`src/rtl/bpu_update_ctrl_pkg.sv`:
```
// bpu_update_ctrl_pkg
// Shared definitions for the branch-predictor update controller:
//   - FSM state encodings (IDLE / DRAIN / CLEAR)
//   - default resolution FIFO depth and predictor table size
//   - the buffered resolution entry layout
//   - ZERO_WORD / JUMP_ENABLE constants reused across the core
package bpu_update_ctrl_pkg;

  localparam logic [31:0] ZERO_WORD   = 32'h0000_0000;
  localparam logic        JUMP_ENABLE = 1'b1;

  localparam int DEF_DEPTH   = 4;
  localparam int DEF_ENTRIES = 32;
  localparam int DEF_IDX_W   = 5;

  typedef enum logic [1:0] {
    ST_IDLE  = 2'd0,
    ST_DRAIN = 2'd1,
    ST_CLEAR = 2'd2
  } bpu_state_e;

  // One buffered resolved-branch report.
  typedef struct packed {
    logic [31:0] addr;
    logic        taken;
  } res_entry_t;

endpackage

```
`src/rtl/bpu_update_ctrl_if.sv`:
```
// bpu_update_ctrl_if
// Groups the EX resolution report and the predictor table write port.
//   res_valid_i, res_is_branch_i, res_addr_i, res_taken_i, res_pred_i : EX report
//   tbl_we_o, tbl_clear_o, tbl_addr_o, tbl_taken_o                    : table write
//   tbl_ready_i                                                       : table accepts
// Handshake: a table write transfers on the cycle where tbl_we_o & tbl_ready_i;
// while tbl_we_o=1 and tbl_ready_i=0 the payload (tbl_clear_o, tbl_addr_o,
// tbl_taken_o) is held stable; tbl_ready_i with tbl_we_o=0 has no effect.
// modport master: the update controller; modport slave: EX/predictor side.
interface bpu_update_ctrl_if;
  logic        res_valid_i;
  logic        res_is_branch_i;
  logic [31:0] res_addr_i;
  logic        res_taken_i;
  logic        res_pred_i;

  logic        tbl_we_o;
  logic        tbl_clear_o;
  logic [31:0] tbl_addr_o;
  logic        tbl_taken_o;
  logic        tbl_ready_i;

  modport master (
    input  res_valid_i, res_is_branch_i, res_addr_i, res_taken_i, res_pred_i,
    input  tbl_ready_i,
    output tbl_we_o, tbl_clear_o, tbl_addr_o, tbl_taken_o
  );

  modport slave (
    output res_valid_i, res_is_branch_i, res_addr_i, res_taken_i, res_pred_i,
    output tbl_ready_i,
    input  tbl_we_o, tbl_clear_o, tbl_addr_o, tbl_taken_o
  );
endinterface

```
`src/rtl/bpu_res_fifo.sv`:
```
// bpu_res_fifo
// Registered show-ahead FIFO. The head entry is presented on rdata whenever
// empty=0; an entry pushed at edge N is visible from cycle N+1.
// Ports:
//   clk, rst : clock, synchronous active-high reset
//   push     : write wdata (ignored when full)
//   pop      : drop head entry (ignored when empty)
//   wdata    : entry to write
//   rdata    : head entry
//   full, empty, count : occupancy (count is 0..DEPTH)
// DEPTH must be a power of 2 so pointers wrap naturally.
module bpu_res_fifo #(
  parameter int DEPTH = 4,
  parameter int W     = 33
) (
  input  logic                       clk,
  input  logic                       rst,
  input  logic                       push,
  input  logic                       pop,
  input  logic [W-1:0]               wdata,
  output logic [W-1:0]               rdata,
  output logic                       full,
  output logic                       empty,
  output logic [$clog2(DEPTH):0]     count
);
  localparam int AW = $clog2(DEPTH);

  logic [W-1:0]  mem [DEPTH];
  logic [AW-1:0] wr_ptr;
  logic [AW-1:0] rd_ptr;
  logic [AW:0]   cnt;
  logic          do_push;
  logic          do_pop;

  assign full    = (cnt == (AW+1)'(DEPTH));
  assign empty   = (cnt == '0);
  assign count   = cnt;
  assign rdata   = mem[rd_ptr];
  assign do_push = push & ~full;
  assign do_pop  = pop & ~empty;

  always_ff @(posedge clk) begin
    if (rst) begin
      wr_ptr <= '0;
      rd_ptr <= '0;
      cnt    <= '0;
    end else begin
      if (do_push) wr_ptr <= wr_ptr + AW'(1);
      if (do_pop)  rd_ptr <= rd_ptr + AW'(1);
      case ({do_push, do_pop})
        2'b10:   cnt <= cnt + (AW+1)'(1);
        2'b01:   cnt <= cnt - (AW+1)'(1);
        default: cnt <= cnt;
      endcase
    end
  end

  // Storage needs no reset: entries are only read once counted in.
  always_ff @(posedge clk) begin
    if (do_push) mem[wr_ptr] <= wdata;
  end
endmodule

```
`src/rtl/bpu_update_ctrl.sv`:
```
// bpu_update_ctrl
// Sequences every write into the branch predictor tables. Resolved-branch
// reports from EX are buffered in bpu_res_fifo and issued one at a time over
// the single table write port; a clear request drains the buffer and then
// sweeps every table index with clear writes.
// Ports:
//   clk, rst       : clock, synchronous active-high reset
//   bus (master)   : EX report inputs and table write port
//   clear_req_i    : request a full table clear (honoured only in IDLE)
//   busy_o         : FSM not in IDLE
//   clear_done_o   : one-cycle pulse after the last clear write
//   overflow_o     : sticky, a report was dropped
//   branch_cnt_o   : saturating count of reported branches
//   mispred_cnt_o  : saturating count of reported mispredicts
//   state_o        : current FSM state (debug)
// Build option: BPU_PERF_CNT_EN implements the two statistics counters;
// without it they read as zero and no counter flops exist.
module bpu_update_ctrl
  import bpu_update_ctrl_pkg::*;
#(
  parameter int DEPTH   = DEF_DEPTH,
  parameter int ENTRIES = DEF_ENTRIES,
  parameter int IDX_W   = DEF_IDX_W
) (
  input  logic               clk,
  input  logic               rst,
  bpu_update_ctrl_if.master  bus,
  input  logic               clear_req_i,
  output logic               busy_o,
  output logic               clear_done_o,
  output logic               overflow_o,
  output logic [31:0]        branch_cnt_o,
  output logic [31:0]        mispred_cnt_o,
  output bpu_state_e         state_o
);
  localparam logic [IDX_W-1:0] LAST_IDX = IDX_W'(ENTRIES - 1);

  bpu_state_e       state_q, state_d;
  logic [IDX_W-1:0] idx_q, idx_d;
  logic             done_q, done_d;
  logic             ovf_q;

  logic             report;
  logic             enq;
  logic             deq;
  logic             fifo_full;
  logic             fifo_empty;
  logic [$clog2(DEPTH):0] fifo_count;
  res_entry_t       head;
  res_entry_t       new_entry;

  logic             we;
  logic             clr;
  logic [31:0]      addr;
  logic             taken;

  assign report    = bus.res_valid_i & bus.res_is_branch_i;
  // Full blocks enqueue even if the head leaves in the same cycle.
  assign enq       = report & (state_q == ST_IDLE) & ~fifo_full;
  assign new_entry = '{addr: bus.res_addr_i, taken: bus.res_taken_i};

  bpu_res_fifo #(
    .DEPTH (DEPTH),
    .W     ($bits(res_entry_t))
  ) u_fifo (
    .clk   (clk),
    .rst   (rst),
    .push  (enq),
    .pop   (deq),
    .wdata (new_entry),
    .rdata (head),
    .full  (fifo_full),
    .empty (fifo_empty),
    .count (fifo_count)
  );

  always_ff @(posedge clk) begin
    if (rst) begin
      state_q <= ST_IDLE;
      idx_q   <= '0;
      done_q  <= 1'b0;
      ovf_q   <= 1'b0;
    end else begin
      state_q <= state_d;
      idx_q   <= idx_d;
      done_q  <= done_d;
      if (report && !enq) ovf_q <= 1'b1;
    end
  end

  // Transfers are derived from tbl_ready_i directly rather than from the
  // registered-looking tbl_we_o so this block has no self-dependency.
  always_comb begin
    state_d = state_q;
    idx_d   = idx_q;
    done_d  = 1'b0;
    we      = 1'b0;
    clr     = 1'b0;
    addr    = ZERO_WORD;
    taken   = 1'b0;
    deq     = 1'b0;
    case (state_q)
      ST_IDLE: begin
        we    = ~fifo_empty;
        addr  = head.addr;
        taken = head.taken;
        deq   = ~fifo_empty & bus.tbl_ready_i;
        if (clear_req_i) state_d = ST_DRAIN;
      end
      ST_DRAIN: begin
        we    = ~fifo_empty;
        addr  = head.addr;
        taken = head.taken;
        deq   = ~fifo_empty & bus.tbl_ready_i;
        // Sweep starts only once no queued update remains outstanding.
        if (fifo_count == '0) state_d = ST_CLEAR;
      end
      ST_CLEAR: begin
        we   = JUMP_ENABLE;
        clr  = 1'b1;
        addr = 32'(idx_q);
        if (bus.tbl_ready_i) begin
          if (idx_q == LAST_IDX) begin
            idx_d   = '0;
            done_d  = 1'b1;
            state_d = ST_IDLE;
          end else begin
            idx_d = idx_q + IDX_W'(1);
          end
        end
      end
      default: state_d = ST_IDLE;
    endcase
  end

  assign bus.tbl_we_o    = we;
  assign bus.tbl_clear_o = clr;
  assign bus.tbl_addr_o  = addr;
  assign bus.tbl_taken_o = taken;

  assign busy_o       = (state_q != ST_IDLE);
  assign clear_done_o = done_q;
  assign overflow_o   = ovf_q;
  assign state_o      = state_q;

`ifdef BPU_PERF_CNT_EN
  logic [31:0] bcnt_q;
  logic [31:0] mcnt_q;

  // Every branch report counts, including ones that get dropped.
  always_ff @(posedge clk) begin
    if (rst) begin
      bcnt_q <= ZERO_WORD;
      mcnt_q <= ZERO_WORD;
    end else begin
      if (report && (bcnt_q != 32'hFFFF_FFFF))
        bcnt_q <= bcnt_q + 32'd1;
      if (report && (bus.res_taken_i != bus.res_pred_i) && (mcnt_q != 32'hFFFF_FFFF))
        mcnt_q <= mcnt_q + 32'd1;
    end
  end

  assign branch_cnt_o  = bcnt_q;
  assign mispred_cnt_o = mcnt_q;
`else
  logic unused_pred;
  assign unused_pred   = bus.res_pred_i;
  assign branch_cnt_o  = ZERO_WORD;
  assign mispred_cnt_o = ZERO_WORD;
`endif

endmodule

```
`src/flat_wrapper.sv`:
```
// flat-port wrapper written by rule: the top's interface ports become plain ports
module bpu_update_ctrl_flat import bpu_update_ctrl_pkg::*;
#(
  parameter int DEPTH   = DEF_DEPTH,
  parameter int ENTRIES = DEF_ENTRIES,
  parameter int IDX_W   = DEF_IDX_W
)
  (clk, rst, clear_req_i, busy_o, clear_done_o, overflow_o, branch_cnt_o, mispred_cnt_o, state_o, bus_res_valid_i, bus_res_is_branch_i, bus_res_addr_i, bus_res_taken_i, bus_res_pred_i, bus_tbl_ready_i, bus_tbl_we_o, bus_tbl_clear_o, bus_tbl_addr_o, bus_tbl_taken_o);
  bpu_update_ctrl_if bus_i ();
  input  logic clk;
  input  logic rst;
  input  logic clear_req_i;
  output logic busy_o;
  output logic clear_done_o;
  output logic overflow_o;
  output logic [31:0] branch_cnt_o;
  output logic [31:0] mispred_cnt_o;
  output bpu_state_e state_o;
  input wire logic [$bits(bus_i.res_valid_i)-1:0] bus_res_valid_i;
  input wire logic [$bits(bus_i.res_is_branch_i)-1:0] bus_res_is_branch_i;
  input wire logic [$bits(bus_i.res_addr_i)-1:0] bus_res_addr_i;
  input wire logic [$bits(bus_i.res_taken_i)-1:0] bus_res_taken_i;
  input wire logic [$bits(bus_i.res_pred_i)-1:0] bus_res_pred_i;
  input wire logic [$bits(bus_i.tbl_ready_i)-1:0] bus_tbl_ready_i;
  output wire logic [$bits(bus_i.tbl_we_o)-1:0] bus_tbl_we_o;
  output wire logic [$bits(bus_i.tbl_clear_o)-1:0] bus_tbl_clear_o;
  output wire logic [$bits(bus_i.tbl_addr_o)-1:0] bus_tbl_addr_o;
  output wire logic [$bits(bus_i.tbl_taken_o)-1:0] bus_tbl_taken_o;
  assign bus_i.res_valid_i = bus_res_valid_i;
  assign bus_i.res_is_branch_i = bus_res_is_branch_i;
  assign bus_i.res_addr_i = bus_res_addr_i;
  assign bus_i.res_taken_i = bus_res_taken_i;
  assign bus_i.res_pred_i = bus_res_pred_i;
  assign bus_i.tbl_ready_i = bus_tbl_ready_i;
  assign bus_tbl_we_o = bus_i.tbl_we_o;
  assign bus_tbl_clear_o = bus_i.tbl_clear_o;
  assign bus_tbl_addr_o = bus_i.tbl_addr_o;
  assign bus_tbl_taken_o = bus_i.tbl_taken_o;
  bpu_update_ctrl #(.DEPTH(DEPTH), .ENTRIES(ENTRIES), .IDX_W(IDX_W)) u_core (.clk(clk), .rst(rst), .bus(bus_i), .clear_req_i(clear_req_i), .busy_o(busy_o), .clear_done_o(clear_done_o), .overflow_o(overflow_o), .branch_cnt_o(branch_cnt_o), .mispred_cnt_o(mispred_cnt_o), .state_o(state_o));
endmodule
```
`config.mk`:
```
export PLATFORM = sky130hd
export DESIGN_NAME = bpu_update_ctrl_flat
export DESIGN_NICKNAME = d
export VERILOG_FILES = /design/src/rtl/bpu_update_ctrl_pkg.sv /design/src/rtl/bpu_update_ctrl_if.sv /design/src/rtl/bpu_res_fifo.sv /design/src/rtl/bpu_update_ctrl.sv /design/src/flat_wrapper.sv
export SDC_FILE = /design/constraint.sdc
export NUM_CORES = 1
export LEC_CHECK = 0
export ABC_AREA = 0
export BUFFER_PORTS_ARGS = -buffer_cell sky130_fd_sc_hd__buf_2
export CAP_MARGIN = 20
export CORE_MARGIN = 2
export CORE_UTILIZATION = 47
export DETAILED_ROUTE_END_ITERATION = 16
export GPL_ROUTABILITY_DRIVEN = 0
export PLACE_DENSITY = 0.77
export SLEW_MARGIN = 20
export SYNTH_ARGS = -nofsm -noshare
export SYNTH_HDL_FRONTEND = slang
export SYNTH_SLANG_ARGS = --single-unit
```
`constraint.sdc`:
```
create_clock -name clk -period 3.8 [get_ports clk]
set_clock_uncertainty 0.15 [all_clocks]
set_input_delay 0.19 -clock clk [delete_from_list [all_inputs] [get_ports clk]]
set_output_delay 0.19 -clock clk [all_outputs]
set_load 0.005 [all_outputs]
```
# [After elaboration in Yosys (flattened, before gate mapping)]
# Memories as Yosys holds them, arrays and structs flattened. A register that Yosys moved wholly into a read port is not among the register bits.
# Index checks and enable logic that the tools add are counted.
[totals] in_bits=40 memories=1 ram_bits=132 output_inout_bits=104 regBits=16 word_cells=60
[memory_table] name="u_core.u_fifo.mem" words=4 word_bits=33 rd=1 rd_clocked_by_memory_dff=1 wr=1 line_no="bpu_res_fifo.sv:28" text="logic [W-1:0] mem [DEPTH];"
[op_classes] bitwise=10 muxes=17 n_eq_ne=10 reduce_logical=10 add_sub_neg=5
[op_table] cell="32-bit one-hot mux with 2 select lines" count=1
[op_table] cell="2-bit two-way mux" count=6
[op_table] cell="1-bit AND" count=6
[op_table] cell="1-bit two-way mux" count=6
[op_table] cell="2-bit one-hot mux with 3 select lines" count=1
[op_table] cell="3-bit one-hot mux with 2 select lines" count=1
[op_table] cell="5-bit by 1-bit adder with 5-bit output (second input constant)" count=1
[op_table] cell="5-bit == test (second input constant)" count=1
[op_table] cell="5-bit two-way mux" count=1
[op_table] cell="2-bit by 1-bit adder with 2-bit output (second input constant)" count=2
[op_table] cell="2-bit by 1-bit == test with 1-bit output (second input constant)" count=2
[op_table] cell="2-bit == test (second input constant)" count=2
[op_table] cell="2-bit by 1-bit inequality test with 1-bit output (second input constant)" count=2
[op_table] cell="2-bit inequality test (second input constant)" count=2
[op_table] cell="1-bit inverter" count=4
[op_table] cell="4-bit AND reduction" count=1
[op_table] cell="2-bit nonzero test" count=2
[op_table] cell="3-bit by 1-bit adder with 3-bit output (second input constant)" count=1
[op_table] cell="3-bit == test (second input constant)" count=1
[op_table] cell="3-bit zero test" count=1
[op_table] cell="3-bit OR reduction" count=1
[op_table] cell="3-bit by 1-bit subtractor with 3-bit output (second input constant)" count=1
[op_table] cell="2-bit zero test" count=1
[op_table] cell="1-bit one-hot mux with 2 select lines" count=1
[op_table] cell="4 further kinds" count=4

# [Logic depth before layout (Yosys ltp)]
# Gate-level depths: netlist of run 1.
[depth] word_depth=7 depth_mapped=9 depth_no_buf=9

# [Modules after synthesis]
# From an unflattened synthesis of run 1, not the netlist that was laid out.
[hier_totals] cells_unflattened=383 area_unflattened_um2=6477.5
[by_module_without_submodules] mod="bpu_res_fifo" n_inst=1 area_each_um2=5296.3 cells_per_inst=227
[by_module_without_submodules] mod="bpu_update_ctrl" n_inst=1 area_each_um2=1181.1 cells_per_inst=156

# [Worst setup path before layout of run 1]
# No wires, ideal clock.
[synth_timing] kind="flip-flop to flip-flop" from="reg u_core.state_q[1] (netlist: u_core.state_o[1])" to="mem u_core.u_fifo.mem[0][0], enable pin" stages_incl_launch_ff=4 path_buffers=0 setup_slack_ns=1.449 period_less_slack_ns=2.351 t_required_ns=3.257 arrival_time_ns=1.808 path_cell_list="dfxtp_1 or2_4 nor3_4 and2_1"
[synth_via] elab_chain_len=6
[synth_lines] item="from (decl)" line_no="bpu_update_ctrl.sv:38" text="bpu_state_e state_q, state_d;"
[synth_lines] item="from (signal assigned)" line_no="bpu_update_ctrl.sv:84" text="state_q <= state_d;"
[synth_lines] item="2-bit zero test" line_no="bpu_update_ctrl.sv:59" text="assign enq = report & (state_q == ST_IDLE) & ~fifo_full;"
[synth_lines] item="1-bit AND (2 in series)" line_no="bpu_update_ctrl.sv:59"
[synth_lines] item="1-bit AND" line_no="bpu_res_fifo.sv:39" text="assign do_push = push & ~full;"
[synth_lines] item="1-bit two-way mux" line_no="bpu_res_fifo.sv:60" text="if (do_push) mem[wr_ptr] <= wdata;"
[synth_lines] item="1-bit two-way mux (implied by the code)" line_no="bpu_res_fifo.sv:60"
[synth_lines] item="to (decl)" line_no="bpu_res_fifo.sv:28"
# No other way between the ends.

# [Worst setup path in the final report of run 1]
[layout_timing] from="reg u_core.state_q[1] (netlist: u_core.state_o[1])" to="reg u_core.u_fifo.cnt[2] (netlist: u_core.u_fifo.count[2])"
[layout_via] elab_chain_len=6
[layout_lines] item="2-bit by 1-bit == test with 1-bit output or 2-bit zero test (tied branches)" line_no="bpu_update_ctrl.sv:102, bpu_update_ctrl.sv:59"
[layout_lines] item="2-bit OR reduction (no line) or 1-bit AND (tied branches)"
[layout_lines] item="1-bit two-way mux or 1-bit AND (tied branches)"
[layout_lines] item="1-bit AND, on equally long branches" line_no="bpu_res_fifo.sv:40, bpu_res_fifo.sv:39"
[layout_lines] item="2-bit by 1-bit == test with 1-bit output or 2-bit == test (tied branches)" line_no="bpu_res_fifo.sv:50" text="case ({do_push, do_pop})"
[layout_lines] item="3-bit one-hot mux with 2 select lines or 2-bit nonzero test (tied branches)"
[layout_lines] item="to (signal assigned)" line_no="bpu_res_fifo.sv:51" text="2'b10: cnt <= cnt + (AW+1)'(1);"
[layout_lines] item="to (signal assigned)" line_no="bpu_res_fifo.sv:52" text="2'b01: cnt <= cnt - (AW+1)'(1);"
[layout_lines] item="to (signal assigned)" line_no="bpu_res_fifo.sv:53" text="default: cnt <= cnt;"
[layout_lines] item="to (decl)" line_no="bpu_res_fifo.sv:31" text="logic [AW:0] cnt;"
# Several ways; a longest one is shown, not always the timed one.
# A chain may end at the register's enable or synchronous reset.

==> reports/qor.yml, run 1 <==
status:
  status: "complete, no violations"
synthesis:
  syn_area_um2: 6440
  ys_top_cells_by_area: "edfxtp_1 62%, mux4_2 12%, buf_4 7.6%"
  yosysTopAreaCellShare_pct: 61.5
  synth_cell_type_count: 42
  synth_warnings: 0
  yosys.area_share.xor_xnor_pct: 0.272
  synthMuxAreaShare_pct: 12.5
  yosys.area_share.adder_pct: 1.67
  avgSynthCellArea_um2: 16.8
  ys_ff_latch: 150
  synth_top_area_cell: "edfxtp_1"
  syn_inst: 384
  synth_top_family_by_area: "multiplexers"
  synth-simple-area-share_pct: 7.21
  synth_compound_gate_area_share_pct: 1.79
  yosysSeqAreaShare_pct: 67.1
detailed_routing:
  drt_wl_total_um: 11200
  ant_nets: 0
  vias: 3393
  drcViolationCount: 0
  viasPerCell: 4.90
  avgRoutedWirePerCell_um: 16.1
  drtIter0Drc: 181
  first_pass_iters: 6
cts:
  htree_levels: 4
  cts_tree: "built"
  postCtsSetupBuffers: 0
  clock_latency_ns: 0.41
  clk_pin_slew_worst_paths_ns: 0.06
  cts_buffer_depth: 2
  cts_made_buffers: 17
  cts_root_buf: "clkbuf_16"
  cts.sinks: 150
critical_path:
  cp.required_ns: 3.99
  endpoint_kind: "flop"
  arrival_ns: 2.74
  crit_start: "u_core.state_o[1]$_SDFFE_PP0P_"
  r2r-start: "u_core.state_o[1]$_SDFFE_PP0P_"
  start_kind: "flop"
  crit_type: "reg2reg"
  cp_max_fo: 16
global_routing:
  grt_pass1_wl_um: 17700
  grt_pass1_vias: 3351
  grt_max_degree: 36
  antenna_found_initial: 0
  grt.overflow.total: 0
  grt_use_total_pct: 16.4
sta:
  tightest_slew_ns: 0.948
  fin_crit_sh_pct: 67.1
  hold_violations: 0
  slew-limit-headroom_pct: 36.8
  hold_ws_ns: 0.0568
  slew_viol_final: 0
  fmax_mhz: 392
  timing.setup.tns_ns: 0
  final.min_clock_period_ns: 2.55
  rsz0062_at_grt: "false"
  finalSetupViolCount: 0
die:
  row_count: 42
  die-area_um2: 14700
  die_w_um: 121
  ioPinCount: 144
  core_um2: 13300
  dieHeight_um: 121
  start_util_pct: 48.5
worst_hold_path:
  hold_path_class: "in2reg"
  min-delay-start: "bus_res_valid_i"
power:
  peakVddDrop_uv: 448
  powerDensity_nw_per_um2: 595
  leakage_nw: 2.82
flow_run:
  cap_violations: 0
layout:
  syn2layout_area_growth_pct: 20.2
  final_area_um2: 7740
  antennaDiodeCount: 0
  final_util_pct: 58.2
  fin_nets: 552
  final_layout_size_suffix_gt1_share_pct: 30.4
placed_design:
  hpwl_um: 6350
  port_buffers: 78
  place_area_um2: 6740
==> final cells by class <==
| class | instances | area (um^2) |
|---|---|---|
| Multi-Input combinational cell | 209 | 1760 |
| Inverter | 9 | 33.8 |
| Clock inverter | 15 | 203 |
| Clock buffer | 17 | 425 |
| Timing Repair Buffer | 117 | 778 |
| Fill cell | 1008 | 5550 |
| Sequential cell | 150 | 4330 |
| Tap cell | 176 | 220 |
==> cells in the mapped netlist (all sizes together) <==
cell type	number
edfxtp	132
buf	74
mux4	33
and2	32
dfxtp	18
nor2	12
nand2	10
inv	9
a21oi	8
ha	7
o21ai	7
clkbuf	5
nor3	5
mux2	3
mux2i	3
nand2b	3
or3	3
nand3b	2
nor3b	2
xor2	2
a2111oi	1
a211oi	1
and3	1
conb	1
fa	1
nand3	1
nand4	1
nor2b	1
o21bai	1
o2bb2ai	1
o31ai	1
or2	1
or4	1
or4b	1
==> metrics by stage <==
stage / setup slack, ns / total power [mW] / instances
6_report: 1.25 / 4.60 / 693
5_1_grt: 1.07 / 4.83 / 693
4_1_cts: 1.16 / 4.66 / 693
3_5_place_dp: 1.21 / 2.88 / 623
3_3_place_gp: 1.28 / 2.85 / 623
2_1_floorplan: 1.45 / 2.62 / 447
==> routing by layer <==
metal  up-vias  global-route usage (%)  part of all wire, %
li1       1553                       -                    -
met5         -                       0                    0
met1      1681                    19.7                   41
met3        12                    4.70                  7.3
met2       147                    27.9                   51
met4         0                    6.54                  1.3
==> worst paths after layout <==
| path | to | slack, ns | cells after the start |
|---|---|---|---|
| worst min-delay path | u_core.u_fifo.wr_ptr[1]$_SDFFE_PP0P_ | 0.06 | 4 |
| worst max-delay path | u_core.u_fifo.count[2]$_SDFFE_PP0P_ | 1.25 | 9 |
| worst min register to register | u_core.idx_q[0]$_SDFFE_PP0P_ | 0.34 | 2 |
| worst max register to register | u_core.u_fifo.count[2]$_SDFFE_PP0P_ | 1.25 | 9 |
==> logic make-up after synthesis <==
logic type,after synthesis
buffers and inverters,88
multiplexers,39
flip-flops,150
AND/OR/NAND/NOR,76
XOR/XNOR,2
other,1
adder cells (fa/ha/maj),8
AO/OA/AOI/OAI,20
==> placed cells by master (no fill, tap or decap), drive strengths merged, types with 2 or more instances in the layout <==
cell	netlist	final
a21oi	8	8
and2	32	32
dlygate4sd3	0	38
nor3	5	5
buf	74	79
conb	1	64
xor2	2	2
inv	9	12
edfxtp	132	132
mux2	3	3
o21ai	7	7
bufinv	0	4
mux2i	3	3
nand3b	2	2
nand2	10	10
nor3b	2	2
nor2	12	12
clkinvlp	0	3
mux4	33	33
clkbuf	5	17
nand2b	3	3
ha	7	7
clkinv	0	5
or3	3	3
dfxtp	18	18
==> report_power, final <==
group | switching [mW] | internal (mW) | leakage, nW | total, mW
Combinational | 0.432 | 0.467 | 1.18 | 0.898
Clock | 0.643 | 1.10 | 0.296 | 1.74
Sequential | 0.0680 | 1.89 | 1.34 | 1.96
==> worst max-delay path: stages (launching register included) <==
cell and delay, ns:
dfxtp_1 0.70, or2_4 0.26, nor3_4 0.06, inv_1 0.07, ha_1 0.18, inv_1 0.07
fa_1 0.37, xor2_1 0.16, or3_1 0.31, a21oi_1 0.15
==> what timing repair did <==
action	4_1_cts	5_1_grt
hold buffers	38	0
hold endpoints to repair	140	0
gates resized for setup	0	0
==> sequential cells by signal, summed over array words and instances (netlist names), named ones only <==
signal / count
u_core.u_fifo.mem: 132
u_core.overflow_o: 1
u_core.u_fifo.rd_ptr: 2
u_core.u_fifo.count: 3
u_core.clear_done_o: 1
u_core.idx_q: 5
u_core.u_fifo.wr_ptr: 2
u_core.state_o: 2
Power figures use the tool's default switching activity.
==> run 2: changes to the inputs <==
- ABC_AREA: 0 -> 1
- clock period: 3.8 -> 2.6 ns (I/O delays scaled with it)
==> run 2 against run 1 <==
Effect of this change: synthesized area grew 1.2%; sequential share of layout area shrank 1.6 points; first-iteration DRC count grew 98%; combinational power grew 84%; highest routed layer unchanged.
==> reports/qor.yml, run 2 <==
synthesis:
  async_reset_ff_share_pct: 0
  synth_warnings: 0
  synth_cell_type_count: 25
  yosys-top-cells-count: "132 x edfxtp_1, 132 x nor2_1, 67 x buf_4"
  syn_inst: 586
  synth_flop_cell: "edfxtp_1"
  yosysTopAreaCellShare_pct: 60.8
  ys_ff_latch: 150
  yosysSeqAreaShare_pct: 66.3
  synth_top_area_cell: "edfxtp_1"
  syn_area_um2: 6520
  avgSynthCellArea_um2: 11.1
  synth_enable_flop_cells: 132
  ys_top_cells_by_area: "edfxtp_1 61%, buf_4 7.7%, nor2_1 7.6%"
power:
  p_sw_share_pct: 28.8
  p_clk_share_pct: 37.7
  powerDensity_nw_per_um2: 905
  power_mw: 7.21
  switchingPower_mw: 2.08
  leakage_nw: 3.13
  power_frac_seq_pct: 39.3
  intPower_mw: 5.13
  peakVddDrop_uv: 1150
  p_comb_share_pct: 22.9
worst_hold_path:
  min-delay-start: "bus_res_addr_i[24]"
  hold_end: "u_core.u_fifo.mem[0][25]$_DFFE_PP_"
  hold_depth: 2
  hold_path_class: "in2reg"
global_routing:
  grt.overflow.total: 0
  antenna_found_initial: 0
  grt_pass1_wl_um: 21300
  grt_max_degree: 67
  grt_use_total_pct: 19.2
  grt_pass1_vias: 4466
cts:
  cts_buffer_depth: 2
  postCtsSetupBuffers: 0
  cts_tree: "built"
  cts.sinks: 150
  cts_made_buffers: 17
  cts_root_buf: "clkbuf_16"
  clock_latency_ns: 0.41
  clk_pin_slew_worst_paths_ns: 0.06
  htree_levels: 4
placed_design:
  dp_slack_ns: 0.428
  port_buffers: 78
  placed_cells: 834
  hpwl_um: 7790
  place_area_um2: 6900
layout:
  final_layout_size_suffix_gt1_share_pct: 18.7
  final_area_um2: 7970
  syn2layout_area_growth_pct: 22.2
  antennaDiodeCount: 0
  nFillCells: 1080
  final_cell_mix: "132 x edfxtp_1, 128 x nor2_1, 78 x buf_2"
  regArea_um2: 4330
  fin_nets: 761
  final_common_cell: "edfxtp_1"
  instances_no_fill: 906
  largest_reg_flops: 132
  regMostFlops: "u_core.u_fifo.mem"
  multi_input_area_um2: 1730
die:
  die-area_um2: 14800
  die_w_um: 122
  start_util_pct: 47.5
  ioPinCount: 144
  row_count: 43
  core_um2: 13700
  dieHeight_um: 122
detailed_routing:
  ant_nets: 0
  drtIter0Drc: 359
  avgRoutedWirePerCell_um: 14.8
  first_pass_iters: 5
  drcViolationCount: 0
  vias: 4410
  drt_wl_total_um: 13400
  viasPerCell: 4.87
critical_path:
  rr_worst_depth: 12
  start_kind: "primary input"
  cp_top_family: "buffers and inverters"
  cpMaxStageDelayCell: "dlygate4sd3_1"
  crit_chain: "dlygate4sd3_1 -> buf_2 -> nand2_1 -> dlygate4sd3_1 -> inv_1 -> nand3_2 -> ha_1 -> inv_1 -> fa_2 -> or2_2 -> nand2_1 -> nand2_1 -> nand2_1 -> nor2_1"
  reg2reg_slack_ns: 0.48
  r2r-start: "u_core.u_fifo.count[1]$_SDFFE_PP0P_"
  cp_max_fo: 3
  rr_endpoint: "u_core.u_fifo.count[2]$_SDFFE_PP0P_"
  cpMostUsedCell: "nand2_1"
  arrival_ns: 2.63
  critical_path_buf_inv_count: 5
  crit_path_max_incr_delay_ns: 0.55
  crit_type: "in2reg"
  endpoint_kind: "flop"
  cp.required_ns: 2.76
sta:
  finalSetupViolCount: 0
  fin_crit_sh_pct: 95.0
  slew-limit-headroom_pct: 51.1
  rsz0062_at_grt: "false"
  tightest_slew_ns: 0.732
  hold_violations: 0
  setup_ws_ns: 0.131
  slew_viol_final: 0
  final.min_clock_period_ns: 2.47
  fmax_mhz: 405
flow_run:
  cap_violations: 0
status:
  status: "complete, no violations"
[run 2: cell types whose count changed after synthesis, moves of 26 or more]
cell,before,now
nand2_1,10,36
nor2_1,12,132
mux4_2,33,0
and2_1,32,0
a21oi_1,8,40
o21ai_0,4,58
[run 2: final cells by class]
| cell class | instances | share of cell area (%) |
|---|---|---|
| flip-flops and latches | 150 | 54.3 |
| clock buffers | 17 | 5.34 |
| clock inverters | 15 | 3.02 |
| multi-input cells | 380 | 21.7 |
| inverters | 31 | 1.46 |
| well taps | 180 | 2.83 |
| repair buffers | 133 | 11.3 |
[run 2: kinds of logic (layout without fill, tap and decap cells)]
logic type,count (synthesis),count (layout),synth area share [%]
fa+ha+maj,8,8,1.65
simple gates,197,197,12.2
compound gates,111,111,8.52
other cells,1,64,0.0575
buf+inv,119,196,11.2
flops,150,150,66.3
[run 2: worst register-to-register path: stages (launching register included)]
cell and delay, ns:
dfxtp_1 0.34, inv_1 0.10, nand3_1 0.14, nand3_1 0.13, inv_1 0.08, ha_1 0.13, inv_1 0.07, fa_2 0.34
or2_2 0.30, nand2_1 0.09, nand2_1 0.05, nand2_1 0.07, nor2_1 0.04
[run 2: timing repair]
action,CTS,global route
hold buffers,40,0
hold endpoints to repair,143,0
resized for setup,0,1
endpoints found under the setup margin,0,1
[run 2: stage by stage]
step                setup TNS (ns)  hold slack [ns]  util (%)
finish                           0            0.315      58.1
detailed placement               0            0.198      50.3
global route                     0            0.306      58.1
CTS                              0            0.297      58.0
floorplan                   -24.03           0.0491         -
global placement                 0            0.187      50.3
[run 2: worst max path at each step]
stage	from	endpoint	cells after the start
CTS	bus_res_valid_i	u_core.u_fifo.count[2]$_SDFFE_PP0P_	14
detailed placement	u_core.u_fifo.count[1]$_SDFFE_PP0P_	u_core.u_fifo.count[2]$_SDFFE_PP0P_	12
floorplan	u_core.state_o[0]$_SDFFE_PP0P_	u_core.u_fifo.mem[0][0]$_DFFE_PP_	3
finish	bus_res_valid_i	u_core.u_fifo.count[2]$_SDFFE_PP0P_	14
global placement	u_core.u_fifo.count[0]$_SDFFE_PP0P_	u_core.u_fifo.count[2]$_SDFFE_PP0P_	12
global route	bus_res_valid_i	u_core.u_fifo.count[2]$_SDFFE_PP0P_	14
[run 2: layer usage]
layer | share of wire [%] | vias to the layer above | global-route usage, %
li1 | - | 2122 | -
met1 | 39 | 2045 | 21.5
met2 | 51 | 225 | 33.8
met3 | 8.9 | 18 | 7.07
met4 | 1.4 | 0 | 6.32
met5 | 0 | - | 0
[run 2: power by group through the flow]
| stage | sequential, mW | clock (mW) | combinational [mW] |
|---|---|---|---|
| after global routing | 2.85 | 2.87 | 1.88 |
| after detailed placement | 2.89 | 0 | 1.60 |
| after floorplan | 2.88 | 0 | 1.08 |
| after CTS | 2.83 | 2.76 | 1.67 |
| final | 2.84 | 2.72 | 1.65 |
| after global placement | 2.87 | 0 | 1.55 |
==> run 3: changes to the inputs <==
- CORE_UTILIZATION: 47 -> 36
- MAX_ROUTING_LAYER: default -> met4
- PLACE_DENSITY: 0.77 -> 0.63
==> run 3 against run 2 <==
Effect of this change: power decreased by 2.5%; largest cell class unchanged; routed wire length decreased by 1.2%; sequential power about the same.
==> reports/qor.yml, run 3 (synthesized netlist as in run 2, its figures left out) <==
layout:
  final_cell_mix: "132 x edfxtp_1, 128 x nor2_1, 78 x buf_2"
  syn2layout_area_growth_pct: 23.1
  final_layout_size_suffix_gt1_share_pct: 19.3
  nFillCells: 1647
  antennaDiodeCount: 0
  regArea_um2: 4330
  final_common_cell: "edfxtp_1"
  multi_input_area_um2: 1730
  largest_reg_flops: 132
  regMostFlops: "u_core.u_fifo.mem"
  fin_nets: 766
  final_util_pct: 45.0
critical_path:
  cp_max_fo: 3
  critical_path_buf_inv_count: 5
  cp.required_ns: 2.76
  crit_chain: "dlygate4sd3_1 -> buf_2 -> nand2_1 -> dlygate4sd3_1 -> inv_1 -> nand3_2 -> ha_1 -> inv_1 -> fa_2 -> or2_2 -> nand2_1 -> nand2_1 -> nand2_1 -> nor2_1"
  rr_worst_depth: 12
  crit_path_max_incr_delay_ns: 0.54
  cpMostUsedCell: "nand2_1"
  cp.depth: 14
  reg2reg_slack_ns: 0.54
  start_kind: "primary input"
  r2r-start: "u_core.u_fifo.count[1]$_SDFFE_PP0P_"
  rr_endpoint: "u_core.u_fifo.count[2]$_SDFFE_PP0P_"
  cp_top_family: "buffers and inverters"
  arrival_ns: 2.59
  cpMaxStageDelayCell: "dlygate4sd3_1"
  endpoint_kind: "flop"
  crit_type: "in2reg"
flow_run:
  cap_violations: 0
die:
  ioPinCount: 144
  row_count: 49
  die-area_um2: 19200
  core_um2: 17800
  dieHeight_um: 139
  die_w_um: 139
  start_util_pct: 36.5
worst_hold_path:
  hold_path_class: "in2reg"
  min-delay-start: "bus_res_addr_i[1]"
  hold_end: "u_core.u_fifo.mem[1][2]$_DFFE_PP_"
  hold_depth: 2
status:
  status: "complete, no violations"
cts:
  cts_tree: "built"
  htree_levels: 4
  cts_root_buf: "clkbuf_16"
  postCtsSetupBuffers: 0
  cts_buffer_depth: 2
  clk_pin_slew_worst_paths_ns: 0.06
  cts.sinks: 150
  clock_latency_ns: 0.41
  cts_made_buffers: 17
global_routing:
  busiest_layer: "met2"
  antenna_found_initial: 0
  grt_pass1_wl_um: 21100
  grt_max_degree: 29
  grt.overflow.total: 0
  grt_use_total_pct: 14.7
  met1_usage_pct: 17.5
  use_met3_pct: 3.21
  grt_pass1_vias: 4158
  use_met2_pct: 23.8
sta:
  finalSetupViolCount: 0
  fmax_mhz: 412
  final.min_clock_period_ns: 2.43
  fin_crit_sh_pct: 93.4
  hold_violations: 0
  rsz0062_at_grt: "false"
  slew_viol_final: 0
power:
  leakage_nw: 3.13
  power_mw: 7.03
  powerDensity_nw_per_um2: 876
  peakVddDrop_uv: 440
placed_design:
  port_buffers: 78
  hpwl_um: 8320
detailed_routing:
  drtIter0Drc: 214
  ant_nets: 0
  avgRoutedWirePerCell_um: 13.8
  drt_wl_total_um: 13200
  first_pass_iters: 4
  viasPerCell: 4.48
  drcViolationCount: 0
  vias: 4304
run 3: cell count changes in the layout (fill, tap and decap cells not counted), sizes merged:
cell,before,now
dlygate4sd3,40,39
buf,93,99
clkinvlp,0,2
clkinv,5,8
clkbuf,17,18
inv,36,31
bufinv,5,4
run 3: layer usage:
layer  share of wire (%)  wire (um)  up-vias
li1                    -          -     2141
met1                  45       5950     1989
met2                  48       6340      151
met3                 4.7        623       23
met4                 2.4        314        0
met5                   0          0        -
run 3: how the worst max path moves through the flow:
stage,endpoint,startpoint
3_5_place_dp,u_core.u_fifo.count[2]$_SDFFE_PP0P_,u_core.u_fifo.count[0]$_SDFFE_PP0P_
3_3_place_gp,u_core.u_fifo.count[2]$_SDFFE_PP0P_,u_core.u_fifo.count[0]$_SDFFE_PP0P_
4_1_cts,u_core.u_fifo.count[2]$_SDFFE_PP0P_,bus_res_is_branch_i
2_1_floorplan,u_core.u_fifo.mem[0][0]$_DFFE_PP_,u_core.state_o[0]$_SDFFE_PP0P_
6_report,u_core.u_fifo.count[2]$_SDFFE_PP0P_,bus_res_is_branch_i
5_1_grt,u_core.u_fifo.count[2]$_SDFFE_PP0P_,bus_res_is_branch_i
run 3: power by group:
| group | internal (mW) | switching [mW] | total (mW) |
|---|---|---|---|
| logic | 0.654 | 1.03 | 1.68 |
| registers | 2.78 | 0.0555 | 2.84 |
| clock network | 1.60 | 0.915 | 2.51 |
run 3: worst register-to-register path: stages (launching register included):
cell and delay [ns]:
dfxtp_1 0.33, inv_1 0.09, nand3_1 0.14, nand3_1 0.12, inv_1 0.08, ha_1 0.13, inv_1 0.07, fa_2 0.34
or2_2 0.29, nand2_1 0.08, nand2_1 0.05, nand2_1 0.05, nor2_1 0.04
run 3: through the flow:
step	setup TNS, ns	cells	worst slack [ns]	cell area, um^2	hold slack [ns]
finish	0	960	0.172	8020	0.310
global route	0	960	0.0154	8020	0.299
CTS	0	960	0.182	8020	0.293
detailed placement	0	889	0.517	7020	0.198
global placement	0	889	0.528	7020	0.195
floorplan	-24.03	649	-0.182	6750	0.0491
run 3: cell type report:
| type | count | area share (%) |
|---|---|---|
| sequential | 150 | 53.9 |
| multi-input combinational | 380 | 21.6 |
| timing repair buffer | 138 | 11.9 |
| clock buffer | 18 | 5.35 |
| tap | 229 | 3.57 |
| clock inverter | 14 | 2.29 |
| inverter | 31 | 1.45 |
run 3: timing repair:
action,4_1_cts,5_1_grt
endpoints found under the setup margin,0,1
resized for setup,0,1
hold endpoints to repair,143,0
hold buffers,39,0
